--- config.mk ---
export PLATFORM = sky130hd
export DESIGN_NAME = pio_gpio_irq
export DESIGN_NICKNAME = d
export VERILOG_FILES = /design/src/rtl/pio_pkg.sv /design/src/rtl/pio_sync_edge.sv /design/src/rtl/pio_gpio_irq.sv
export SDC_FILE = /design/constraint.sdc
export NUM_CORES = 1
export LEC_CHECK = 0
export CAP_MARGIN = 20
export CORE_ASPECT_RATIO = 0.9
export CORE_UTILIZATION = 50
export CTS_CLUSTER_SIZE = 40
export DETAILED_ROUTE_END_ITERATION = 10
export MAX_ROUTING_LAYER = met4
export PLACE_DENSITY = 0.75
export SYNTH_ARGS = -nofsm -noshare
export SYNTH_HDL_FRONTEND = slang
export SYNTH_SLANG_ARGS = --single-unit
--- constraint.sdc ---
create_clock -name clk -period 3.7 [get_ports clk]
set_clock_uncertainty 0.05 [all_clocks]
set_input_delay 0.37 -clock clk [delete_from_list [all_inputs] [get_ports clk]]
set_output_delay 0.37 -clock clk [all_outputs]
set_load 0.02 [all_outputs]
--- src/rtl/pio_pkg.sv ---
// Shared definitions for the parametrised GPIO slave: register map, edge modes, bus request.
package pio_pkg;

    localparam logic [2:0] PIO_DATA = 3'd0;
    localparam logic [2:0] PIO_IN   = 3'd1;
    localparam logic [2:0] PIO_MASK = 3'd2;
    localparam logic [2:0] PIO_EDGE = 3'd3;
    localparam logic [2:0] PIO_SET  = 3'd4;
    localparam logic [2:0] PIO_CLR  = 3'd5;
    localparam logic [2:0] PIO_TOG  = 3'd6;

    localparam int EDGE_RISE  = 0;
    localparam int EDGE_FALL  = 1;
    localparam int EDGE_ANY   = 2;

    typedef struct packed {
        logic        wr;
        logic [2:0]  addr;
        logic [31:0] wdata;
    } pio_req_t;

endpackage

--- src/rtl/pio_sync_edge.sv ---
// Multi-stage input synchroniser plus per-bit edge detector on the last stage.
module pio_sync_edge #(
    parameter int DATA_WIDTH  = 27,
    parameter int SYNC_STAGES = 2,
    parameter int EDGE_TYPE   = 0
) (
    input  logic                  clk,
    input  logic                  rst_n,
    input  logic [DATA_WIDTH-1:0] in_i,
    output logic [DATA_WIDTH-1:0] s_o,
    output logic [DATA_WIDTH-1:0] det_o
);
    import pio_pkg::*;

    logic [SYNC_STAGES-1:0][DATA_WIDTH-1:0] sync_q;
    logic [DATA_WIDTH-1:0]                  prev_q;

    always_ff @(posedge clk or negedge rst_n) begin
        if (!rst_n) begin
            sync_q <= '0;
            prev_q <= '0;
        end else begin
            sync_q <= {sync_q[SYNC_STAGES-2:0], in_i};
            prev_q <= sync_q[SYNC_STAGES-1];
        end
    end

    assign s_o = sync_q[SYNC_STAGES-1];

    generate
        if (EDGE_TYPE == EDGE_RISE) begin : g_rise
            assign det_o = s_o & ~prev_q;
        end else if (EDGE_TYPE == EDGE_FALL) begin : g_fall
            assign det_o = ~s_o & prev_q;
        end else begin : g_any
            assign det_o = s_o ^ prev_q;
        end
    endgenerate

endmodule

--- src/rtl/pio_gpio_irq.sv ---
// Avalon-MM GPIO slave: output register with atomic set/clear/toggle, synchronised inputs,
// W1C edge capture and a maskable registered level interrupt. Zero read wait-states.
module pio_gpio_irq
    import pio_pkg::*;
#(
    parameter int                    DATA_WIDTH  = 27,
    parameter logic [DATA_WIDTH-1:0] RESET_VALUE = '0,
    parameter int                    EDGE_TYPE   = 0,
    parameter int                    SYNC_STAGES = 2
) (
    input  logic                  clk,
    input  logic                  reset_n,
    input  logic [2:0]            address,
    input  logic                  chipselect,
    input  logic                  write_n,
    input  logic [31:0]           writedata,
    output logic [31:0]           readdata,
    input  logic [DATA_WIDTH-1:0] in_port,
    output logic [DATA_WIDTH-1:0] out_port,
    output logic                  irq
);

    pio_req_t              req;
    logic [DATA_WIDTH-1:0] wd;
    logic                  unused_wd;

    logic [DATA_WIDTH-1:0] data_q, data_d;
    logic [DATA_WIDTH-1:0] mask_q, mask_d;
    logic [DATA_WIDTH-1:0] cap_q,  cap_d;
    logic                  irq_q,  irq_d;
    logic [DATA_WIDTH-1:0] s, det, clr, rd;

    assign req.wr    = chipselect & ~write_n;
    assign req.addr  = address;
    assign req.wdata = writedata;
    assign wd        = req.wdata[DATA_WIDTH-1:0];
    assign unused_wd = ^writedata;

    pio_sync_edge #(
        .DATA_WIDTH (DATA_WIDTH),
        .SYNC_STAGES(SYNC_STAGES),
        .EDGE_TYPE  (EDGE_TYPE)
    ) u_sync_edge (
        .clk  (clk),
        .rst_n(reset_n),
        .in_i (in_port),
        .s_o  (s),
        .det_o(det)
    );

    always_comb begin
        data_d = data_q;
        mask_d = mask_q;
        clr    = '0;
        if (req.wr) begin
            case (req.addr)
                PIO_DATA: data_d = wd;
                PIO_MASK: mask_d = wd;
                PIO_EDGE: clr    = wd;
                PIO_SET:  data_d = data_q | wd;
                PIO_CLR:  data_d = data_q & ~wd;
                PIO_TOG:  data_d = data_q ^ wd;
                default:  ;
            endcase
        end
        // A fresh detection beats a simultaneous W1C on the same bit.
        cap_d = (cap_q & ~clr) | det;
        irq_d = |(cap_q & mask_q);
    end

    always_ff @(posedge clk or negedge reset_n) begin
        if (!reset_n) begin
            data_q <= RESET_VALUE;
            mask_q <= '0;
            cap_q  <= '0;
            irq_q  <= 1'b0;
        end else begin
            data_q <= data_d;
            mask_q <= mask_d;
            cap_q  <= cap_d;
            irq_q  <= irq_d;
        end
    end

    always_comb begin
        rd = '0;
        case (address)
            PIO_DATA: rd = data_q;
            PIO_IN:   rd = s;
            PIO_MASK: rd = mask_q;
            PIO_EDGE: rd = cap_q;
            default:  rd = '0;
        endcase
    end

    assign readdata = 32'(rd);
    assign out_port = data_q;
    assign irq      = irq_q;

endmodule

---- Word-level counts from Yosys, hierarchy flattened ----
Index checks and enable logic that the tools add are counted.
operators by class
  add/sub/neg operators ................... 0
  shift operators ......................... 0
  $lt $le $gt $ge ......................... 0
  divide/modulo/power cells ............... 0
  reduce and logical (&&, ||, !) cells .... 5
  mux-type cells .......................... 4
  multipliers ............................. 0
  eq/ne operators ......................... 6
  bitwise gates (word level) .............. 12
operators with widths
  operator                                              count
  one-hot mux 27 bit (4 select lines)                   2
  AND 27 bit                                            4
  NOT 27 bit                                            3
  two-way mux 27 bit                                    2
  bitwise OR 27 bit                                     2
  OR reduction 27 bit                                   1
  bitwise XOR 27 bit                                    1
  equality test 3 bit (second input constant)           3
  equality test 3 x 2 -> 1 bit (second input constant)  2
  AND reduction 2 bit                                   2
  nonzero test 4 bit                                    1
  equality test 3 x 1 -> 1 bit (second input constant)  1
  logical NOT 3 bit                                     1
  AND 1 bit                                             1
  NOT 1 bit                                             1
storage, ports and cells
  RAM bits ................................ 0
  logic and storage cells ................. 34
  memories ................................ 0
  input port bits ......................... 66
  bits in latches ......................... 0
  ROM bits ................................ 0
  output and inout bits ................... 60
  flip-flop bits (word level) ............. 163

---- Depth between registers and ports, before layout ----
Gate-level depths: netlist (run 1).
  depth in word-level cells ............... 6
  gate-level depth with buffers ........... 8
  mapped depth without buffers ............ 6

---- Hierarchy ----
A second synthesis (run 1) with hierarchy kept.
second synthesis, totals
  cell total of the unflattened synthesis .. 749
  area total of the unflattened synthesis .. 8267.9 um2
modules (own cells, without submodules)
  module         cells each  times used  area an instance (um2)  seq. area each (um2)
  pio_gpio_irq   614         1           5666.7                  2052.0
  pio_sync_edge  135         1           2601.2                  2026.9

---- Worst setup path after synthesis (run 1) ----
No wires, ideal clock.
  path type ............................... input-to-output
  start ................................... input address[1]
  end ..................................... output readdata[17]
  required time ........................... 3280 ps
  buffers on the path ..................... 3
  arrival time ............................ 1510 ps
  cell stages on the path ................. 6
  setup slack ............................. 1770 ps
  cell sequence ........................... buf_4 -> buf_2 -> nor3_2 -> buf_2 -> a22oi_1 -> nand2_1
between the ends
  longest elaborated chain between the ends .. 2
  elaborated cells between the ends (all ways) .. 5
  classes of those cells .................. eq/ne: 3; mux: 1; reduce/logical: 1
RTL lines
  what                                                  RTL line            text
  start, declared                                       pio_gpio_irq.sv:13  input logic [2:0] address,
  equality test 3 x 2 -> 1 bit (tied with other cells)  pio_gpio_irq.sv:87  case (address)
  one-hot mux 27 bit (4 select lines) (*)               pio_gpio_irq.sv:87
  end, declared                                         pio_gpio_irq.sv:17  output logic [31:0] readdata,
Every way passes the cells marked *; elsewhere a longest branch is shown, timed or not.

---- Worst setup path after layout (run 1) ----
  start ................................... input address[0]
  end ..................................... output readdata[11]
Same word-level chain as after synthesis.

==> results of run 1 <==
-- worst paths after layout --
kind | startpoint | depth (start not counted) | slack, ns | end
setup / recovery | address[0] | 7 | 0.59 | readdata[11]
setup reg to reg | mask_q[22] | 4 | 1.97 | irq
min in group asynchronous | reset_n | 2 | 0.43 | u_sync_edge.sync_q[13]
hold reg to reg | u_sync_edge.sync_q[0] | 0 | 0.30 | u_sync_edge.s_o[0]
max in group asynchronous | reset_n | 3 | 2.32 | cap_q[12]
hold / removal | u_sync_edge.sync_q[0] | 0 | 0.30 | u_sync_edge.s_o[0]
-- state kept, by name, summed over array words and instances, names as in the netlist --
signal,count
u_sync_edge.sync_q,27
mask_q,27
u_sync_edge.s_o,27
cap_q,27
out_port,27
irq,1
u_sync_edge.prev_q,27
-- cells in the mapped netlist --
master,number
a21oi_1,24
nor3_4,1
a221oi_1,1
and3b_1,1
a22oi_1,64
ha_1,54
nand4_1,3
inv_2,2
o221ai_1,14
a31oi_1,12
a211oi_1,12
buf_4,11
inv_1,81
o21ai_0,31
mux2_2,8
maj3_2,1
nand2_1,70
conb_1,1
buf_2,7
nand2_4,1
nor2b_1,41
and2_1,14
nor3_2,2
or3_1,1
a222oi_1,1
clkbuf_1,23
buf_6,4
nor3b_1,14
mux2_1,20
mux2i_1,14
a22o_1,28
dfrtp_1,163
o311a_1,1
-- power by group through the flow --
stage / clock network [mW] / registers, mW / logic, mW
floorplan: 0 / 2.24 / 0.518
global placement: 0 / 2.20 / 1.02
detailed placement: 0 / 2.21 / 1.08
CTS: 1.77 / 2.19 / 1.09
global route: 1.86 / 2.21 / 1.19
finish: 1.75 / 2.19 / 1.09
-- timing repair --
action | CTS | global route
buffers inserted | 0 | 0
hold buffers | 1 | 0
hold endpoints to repair | 63 | 0
-- per-layer routing --
layer / share of wire [%] / track usage [%] / up-vias
met4: 2.5 / 12.78 / 0
li1: - / - / 2746
met5: 0 / - / -
met3: 7.6 / 5.890 / 48
met1: 42 / 36.10 / 3090
met2: 48 / 42.36 / 311
-- logic make-up after synthesis --
kind of cell | synth area share [%]
other | 0.04749
buffers and inverters | 7.099
adders and majority gates | 8.699
DFF | 51.66
AOI/OAI and AO/OA | 16.69
and+or+nand+nor | 10.05
muxes | 5.768
-- final cells by class --
cell class / count / area, um2 / share of cell area [%]
Sequential cell: 163 / 4079 / 41.38
Antenna cell: 1 / 2.502 / 0.02539
Multi-Input combinational cell: 438 / 3284 / 33.32
Clock buffer: 19 / 452.9 / 4.595
Timing Repair Buffer: 138 / 1343 / 13.62
Tap cell: 202 / 252.7 / 2.564
Clock inverter: 11 / 131.4 / 1.333
Inverter: 83 / 311.5 / 3.161
-- through the flow --
stage / instance area [um2] / total power, mW / util (%) / std cells / hold slack [ns]
after floorplan: 7911 / 2.758 / - / 729 / 0.02441
final: 9857 / 5.033 / 63.84 / 1055 / 0.2972
after global routing: 9857 / 5.255 / 63.84 / 1055 / 0.3008
after detailed placement: 9260 / 3.297 / 59.97 / 1023 / 0.2847
after global placement: 9260 / 3.220 / 59.97 / 1023 / 0.2830
after CTS: 9854 / 5.049 / 63.82 / 1054 / 0.2986
-- critical path, stage by stage --
cell,delay [ns]
clkdlybuf4s50_1,0.50
buf_4,0.25
nor3_4,0.45
buf_4,0.29
a22oi_1,0.10
nand2_1,0.12
clkdlybuf4s50_1,0.61
==> impl_metrics.csv, run 1 <==
group,metric,value,unit
die,start_util,51.14,%
timing,period_needed,3.114,ns
setup_path,required,3.28,ns
global_routing,track_usage,27.90,%
pwr,power.density,510.6,mW/mm2
cts,htreeDepth,4,
route,drtIter0Drc,694,
yosys,synth_area_leaders,"dfrtp_1 52%, ha_1 8.6%, a22oi_1 6.1%, inv_1 3.9%, nand2_1 3.3%",
yosys,yosysTopAreaCellShare,51.66,%
pwr,p_seq_share,43.5,%
final_layout,fill_cells,1137,
final_layout,area_delta_synth_final,24.83,%
timing,slew_headroom,38.73,%
yosys,syn_inst,725,
pwr,power.internal,3.522,mW
final_layout,fin_nets,961,
global_routing,grt_first_pass_wirelength,33150,um
cts,clk_path_buf_depth,2,
timing,finalHoldViolations,0,
pwr,switchingPower,1.511,mW
route,drc,0,
placed_design,post-place-ws,0.6233,ns
timing,grt_setup_unrepaired,"no",
pwr,swShare,30.03,%
route,wl_per_cell,20.02,um
pwr,p_leak,4.549,nW
timing,worstMarginPinSlew,0.9190,ns
timing,setup-tns-final,0,ns
route,drt_wl_total,21120,um
yosys,yosysUniqueCellTypes,33,
timing,finalSetupViolations,0,
run_status,status,"finished, final reports clean",
die,fp.dieH,121.2,um
setup_path,arrival,2.69,ns
cts,cts_sinks,163,
placed_design,dp_hpwl,13960,um
yosys,synthesis.area,0.007896,mm2
pwr,peakVddDrop,0.3322,mV
route,antenna_left,0,
job,maxCapViolCount,0,
timing,max_freq,321.2,MHz
cts,path_clk_slew,0.06,ns
global_routing,antenna_found_initial,1,
yosys,yosys.area.top_type,"dfrtp_1",
die,rows,43,
placed_design,io_buffers,115,
yosys,avgSynthCellArea,10.89,um2
cts,insertion_delay,0.43,ns
timing,drv_slew,0,
pwr,combPwrFrac,21.7,%
cts,cts_tree,"built",
placed_design,place_congestion,0.8168,
global_routing,grt_max_degree,72,
die,die_x,134.5,um
die,ios,126,
setup_path,critPathMaxFanout,11,
cts,cts_inserted_buffers,17,
hold_path,min_path_type,"flop to flop",
die,coreArea,0.01544,mm2
final_layout,final_cell_mix,"163 x dfrtp_1, 112 x clkdlybuf4s50_1, 81 x inv_1, 70 x nand2_1, 64 x a22oi_1",
die,die_area,0.01630,mm2
cts,ctsResizeCount,0,
yosys,yosysWarnings,0,
final_layout,final_common_cell,"dfrtp_1",
yosys,ys_ff_latch,163,
cts,clk_root_buffer_cell,"clkbuf_16",
setup_path,startpoint_type,"input pin",
route,vias,6195,
setup_path,crit_path_end_kind,"primary output",
route,firstDrtPassIters,5,
final_layout,drive_above_1_share,8.216,%
global_routing,grt_pass1_vias,6374,
yosys,yosysSeqAreaShare,51.66,%
global_routing,grt-ovfl-total,0,
timing,fin_ws,0.5864,ns
setup_path,crit_type,"input pin to primary output",
timing,finalCritPeriodShare,84.15,%
pwr,pwr-share-clk,34.8,%
route,vias_per_cell,5.872,
Power figures use the tool's default switching activity.
==> inputs of run 2 (changes only) <==
--- a/config.mk
+++ b/config.mk
@@ -7,11 +7,11 @@
 export LEC_CHECK = 0
 export CAP_MARGIN = 20
 export CORE_ASPECT_RATIO = 0.9
-export CORE_UTILIZATION = 50
+export CORE_UTILIZATION = 49
 export CTS_CLUSTER_SIZE = 40
 export DETAILED_ROUTE_END_ITERATION = 10
 export MAX_ROUTING_LAYER = met4
-export PLACE_DENSITY = 0.75
+export PLACE_DENSITY = 0.77
 export SYNTH_ARGS = -nofsm -noshare
 export SYNTH_HDL_FRONTEND = slang
 export SYNTH_SLANG_ARGS = --single-unit
==> constraint.sdc (replaced) <==
create_clock -name clk -period 2.6 [get_ports clk]
set_clock_uncertainty 0.05 [all_clocks]
set_input_delay 0.26 -clock clk [delete_from_list [all_inputs] [get_ports clk]]
set_output_delay 0.26 -clock clk [all_outputs]
set_load 0.02 [all_outputs]
==> run 2 against run 1 <==
Compared with the run above: total power grew 41%; flip-flop and latch count stayed put; critical path depth is the same; via count increased by 0.44%; setup slack worse by 0.43 ns; wire length fell by 2.0%; non-clock buffer count grew 9; clock power rose by 37%; critical path type unchanged; largest power group unchanged.
==> impl_metrics.csv, run 2 (synthesis results as in run 1) <==
group,metric,value,unit
timing,setup-tns-final,0,ns
route,vias,6222,
cts,clk_path_buf_depth,2,
die,die_area,0.01663,mm2
job,maxCapViolCount,0,
final_layout,post-route-util,63.70,%
cts,path_clk_slew,0.06,ns
setup_path,arrival,2.14,ns
timing,finalSetupViolations,0,
placed_design,dp_hpwl,14190,um
global_routing,antenna_found_initial,0,
global_routing,grt_pass1_vias,6478,
final_layout,area_delta_synth_final,25.88,%
cts,insertion_delay,0.43,ns
cts,cts_sinks,163,
global_routing,grtUsageMet3,4.791,%
final_layout,final_common_cell,"dfrtp_1",
timing,worstMarginPinSlew,0.6945,ns
timing,finalCritPeriodShare,94.14,%
pwr,power.density,713.0,mW/mm2
timing,max_freq,408.6,MHz
route,antenna_left,0,
timing,timing.hold.ws,0.1784,ns
global_routing,busiest_layer,"met2",
setup_path,r2r_cells,4,
global_routing,grt_first_pass_wirelength,33250,um
route,wl_per_cell,19.44,um
final_layout,final_cell_mix,"163 x dfrtp_1, 111 x clkdlybuf4s50_1, 81 x inv_1, 70 x nand2_1, 64 x a22oi_1",
placed_design,io_buffers,115,
setup_path,critPathMaxFanout,7,
setup_path,startpoint_type,"input pin",
placed_design,place_congestion,0.8004,
final_layout,diodes,0,
setup_path,timing.rr.end,"irq",
final_layout,drive_above_1_share,9.038,%
timing,grt_setup_unrepaired,"no",
cts,htreeDepth,4,
die,die_x,135.8,um
route,drtIter0Drc,543,
cts,cts_inserted_buffers,17,
run_status,status,"finished, final reports clean",
die,ios,126,
final_layout,final_cells,1065,
hold_path,min_path_type,"input pin to async pin",
placed_design,placedCellCount,1032,
route,drc,0,
global_routing,use_met1,34.69,%
global_routing,track_usage,27.47,%
timing,period_needed,2.448,ns
placed_design,post-place-ws,-0.1078,ns
setup_path,r2r-start,"mask_q[22]",
final_layout,fill_cells,1163,
timing,finalHoldViolations,0,
setup_path,crit_type,"input pin to primary output",
pwr,p_leak,4.588,nW
setup_path,required,2.29,ns
route,firstDrtPassIters,5,
cts,clk_root_buffer_cell,"clkbuf_16",
timing,drv_slew,0,
setup_path,ff2ff_setup_slack,0.84,ns
die,coreArea,0.01560,mm2
timing,slew_headroom,53.70,%
die,start_util,50.61,%
setup_path,crit_path_end_kind,"primary output",
die,fp.dieH,122.4,um
route,drt_wl_total,20710,um
global_routing,grt-ovfl-total,0,
global_routing,grtUsageMet2,42.06,%
pwr,peakVddDrop,0.5404,mV
final_layout,fin_nets,970,
global_routing,grt_max_degree,77,
route,vias_per_cell,5.842,
cts,cts_tree,"built",
timing,fin_ws,0.1524,ns
die,rows,43,
run 2: how the worst max path moves through the flow:
stage                     from            to  slack, ns  cells past startpoint
floorplan           address[1]  readdata[17]       0.89                      6
global placement    address[0]   readdata[2]      -0.05                      7
detailed placement  address[0]   readdata[1]      -0.11                      7
CTS                 address[0]  readdata[21]       0.15                      7
global route        address[0]  readdata[23]       0.07                      7
finish              address[0]  readdata[21]       0.15                      7
run 2: cell type report:
class	instances	area (um2)	area share, %
inverter	83	311.5	3.134
sequential	163	4079	41.04
tap	202	252.7	2.543
timing repair buffer	147	1446	14.55
clock inverter	10	101.3	1.020
clock buffer	22	464.2	4.670
multi-input combinational	438	3284	33.04
run 2: through the flow:
stage	cell area, um2	total power [mW]
2_1_floorplan	7911	3.925
3_3_place_gp	9365	4.599
3_5_place_dp	9365	4.708
4_1_cts	9940	7.111
5_1_grt	9940	7.413
6_report	9940	7.087
run 2: metal layers:
layer  vias to the layer above  part of all wire, %
met5                         -                    0
met4                         0                  3.1
met3                        49                  5.8
met2                       244                   49
met1                      3162                   43
li1                       2767                    -
run 2: repair_timing:
action                                 in CTS  in global routing
resized for setup                           1                  0
endpoints found under the hold margin     163                  0
setup endpoints to repair                  27                  0
buffers inserted                            0                  0
hold buffers                                1                  0
run 2: critical path: stages:
cell	delay, ns
dlygate4sd2_1	0.34
buf_4	0.21
nor3_4	0.28
buf_4	0.22
a22oi_1	0.11
nand2_1	0.10
clkdlybuf4s50_1	0.61
run 2: report_power, final:
group          switching, mW  internal, mW  leakage [nW]
sequential             0.297          2.82          1.83
clock                   1.02          1.37         0.267
combinational          0.828         0.740          2.49
==> inputs of run 3 (changes only) <==
--- a/config.mk
+++ b/config.mk
@@ -7,11 +7,12 @@
 export LEC_CHECK = 0
 export CAP_MARGIN = 20
 export CORE_ASPECT_RATIO = 0.9
-export CORE_UTILIZATION = 49
+export CORE_UTILIZATION = 34
+export CTS_BUF_LIST = sky130_fd_sc_hd__clkbuf_4
 export CTS_CLUSTER_SIZE = 40
 export DETAILED_ROUTE_END_ITERATION = 10
 export MAX_ROUTING_LAYER = met4
-export PLACE_DENSITY = 0.77
+export SLEW_MARGIN = 20
 export SYNTH_ARGS = -nofsm -noshare
 export SYNTH_HDL_FRONTEND = slang
 export SYNTH_SLANG_ARGS = --single-unit
==> run 3 against run 2 <==
Compared with the run above: non-clock buffer count grew 17; critical path type unchanged; flip-flop and latch count is the same; total power shrank 8.8%; wire length grew 0.93%; largest cell class unchanged; register-to-register slack is essentially flat; worst hold slack lost 0.12 ns; sequential power is essentially flat; die area grew 43%.
==> impl_metrics.csv, run 3 (synthesis results as in run 1) <==
group,metric,value,unit
global_routing,track_usage,19.05,%
placed_design,place_congestion,0.7760,
setup_path,crit_path_end_kind,"primary output",
timing,max_freq,419.4,MHz
job,maxCapViolCount,0,
cts,path_clk_slew,0.15,ns
placed_design,dp_hpwl,14280,um
setup_path,ff2ff_setup_slack,0.84,ns
cts,post_cts_buffers,0,
global_routing,grt_first_pass_wirelength,33270,um
cts,cts_sinks,163,
hold_path,min_path_type,"input pin to flop",
setup_path,path_cells,"dlygate4sd2_1 -> inv_2 -> nor3_4 -> buf_4 -> a22oi_1 -> nand2_1 -> clkdlybuf4s50_1",
run_status,status,"finished, final reports clean",
timing,finalHoldViolations,0,
setup_path,startpoint_type,"input pin",
route,drt_wl_total,20900,um
pwr,peakVddDrop,0.3020,mV
die,fp.dieH,146.6,um
global_routing,grt-ovfl-total,0,
final_layout,final_cell_mix,"163 x dfrtp_1, 111 x clkdlybuf4s50_1, 81 x inv_1, 70 x nand2_1, 64 x a22oi_1",
route,firstDrtPassIters,7,
route,vias,5927,
global_routing,antenna_found_initial,1,
final_layout,drive_above_1_share,9.773,%
route,vias_per_cell,5.031,
final_layout,area_delta_synth_final,26.62,%
final_layout,fill_cells,2139,
global_routing,grt_pass1_vias,5791,
pwr,power.density,646.3,mW/mm2
route,drtIter0Drc,453,
pwr,p_leak,4.576,nW
setup_path,required,2.29,ns
cts,cts_tree,"built",
timing,finalCritPeriodShare,91.71,%
timing,period_needed,2.384,ns
setup_path,timing.rr.end,"irq",
timing,slew_headroom,60.03,%
setup_path,crit_type,"input pin to primary output",
setup_path,arrival,2.07,ns
cts,cts_inserted_buffers,17,
timing,finalSetupViolations,0,
die,start_util,34.88,%
final_layout,multi_input_area,0.003284,mm2
cts,clk_path_buf_depth,2,
route,antenna_left,0,
route,wl_per_cell,17.74,um
pwr,fin_total_pwr,6.462,mW
die,rows,52,
hold_path,min_to,"u_sync_edge.sync_q[16]",
final_layout,final_common_cell,"dfrtp_1",
timing,drv_slew,0,
final_layout,fin_nets,987,
hold_path,hold_depth,1,
die,coreArea,0.02264,mm2
global_routing,grt_max_degree,62,
setup_path,crit_path_top_delay_cell,"clkdlybuf4s50_1",
hold_path,min_from,"in_port[16]",
placed_design,io_buffers,115,
timing,worstMarginPinSlew,0.5995,ns
die,die_x,162.6,um
final_layout,final_cell_area,0.009998,mm2
setup_path,r2r-start,"mask_q[22]",
cts,htreeDepth,4,
final_layout,register_area,0.004079,mm2
setup_path,critPathMaxFanout,9,
placed_design,place_area,0.009522,mm2
timing,grt_setup_unrepaired,"no",
die,die_area,0.02384,mm2
final_layout,post-route-util,44.16,%
cts,clk_root_buffer_cell,"clkbuf_4",
die,ios,126,
route,drc,0,
timing,timing.hold.ws,0.05692,ns
setup_path,r2r_cells,4,
setup_path,slowest_delay,0.62,ns
cts,insertion_delay,0.58,ns
-- run 3: cell count changes in the layout (fill, tap and decap cells not counted), moves of 3 or more --
cell	delta
clkbuf_16	-17
clkbuf_4	+17
dlygate4sd3_1	+12
buf_4	+5
bufinv_16	+3
clkbuf_1	-3
clkinv_4	-3
inv_6	+3
inv_8	+3
-- run 3: power by group --
part           switching [mW]  leakage, nW  internal, mW  total, mW
logic                   0.791         2.57         0.751       1.54
clock network            1.01        0.179         0.794       1.81
registers               0.297         1.83          2.82       3.11
-- run 3: layout make-up --
type / count / area share (%)
multi-input cells: 438 / 32.85
diodes: 1 / 0.02503
flip-flops and latches: 163 / 40.80
clock inverters: 15 / 2.177
inverters: 83 / 3.116
clock buffers: 17 / 1.276
well taps: 297 / 3.717
repair buffers: 164 / 16.04
-- run 3: worst max-delay path by stage --
stage                from  cells past startpoint      endpoint
6_report       address[0]                      7  readdata[10]
5_1_grt        address[0]                      7  readdata[18]
4_1_cts        address[0]                      7  readdata[18]
3_5_place_dp   address[0]                      7  readdata[18]
3_3_place_gp   address[0]                      7  readdata[18]
2_1_floorplan  address[1]                      6  readdata[17]
-- run 3: stage by stage --
stage                     cells  TNS (ns)  worst slack, ns
after CTS                  1165         0           0.1920
final                      1178         0           0.2156
after floorplan             729         0           0.8896
after global routing       1178         0           0.1155
after global placement     1132  -0.09976         -0.03663
after detailed placement   1132   -0.4006         -0.07508
-- run 3: per-layer routing --
| layer | up-vias | GRT usage [%] | share of wire (%) |
|---|---|---|---|
| met5 | - | - | 0 |
| li1 | 2805 | - | - |
| met4 | 0 | 5.000 | 1.5 |
| met3 | 19 | 4.659 | 5.4 |
| met2 | 177 | 28.10 | 45 |
| met1 | 2926 | 26.02 | 48 |
-- run 3: worst max-delay path, delay by kind of cell --
kind / cells / cell delay (ns)
compound gates: 1 / 0.08
buf+inv: 4 / 1.35
simple gates: 2 / 0.36
-- run 3: repair_timing --
action | 4_1_cts | 5_1_grt
endpoints found under the hold margin | 56 | 12
hold buffers | 1 | 12
endpoints found under the setup margin | 14 | 0
gates resized for setup | 1 | 0
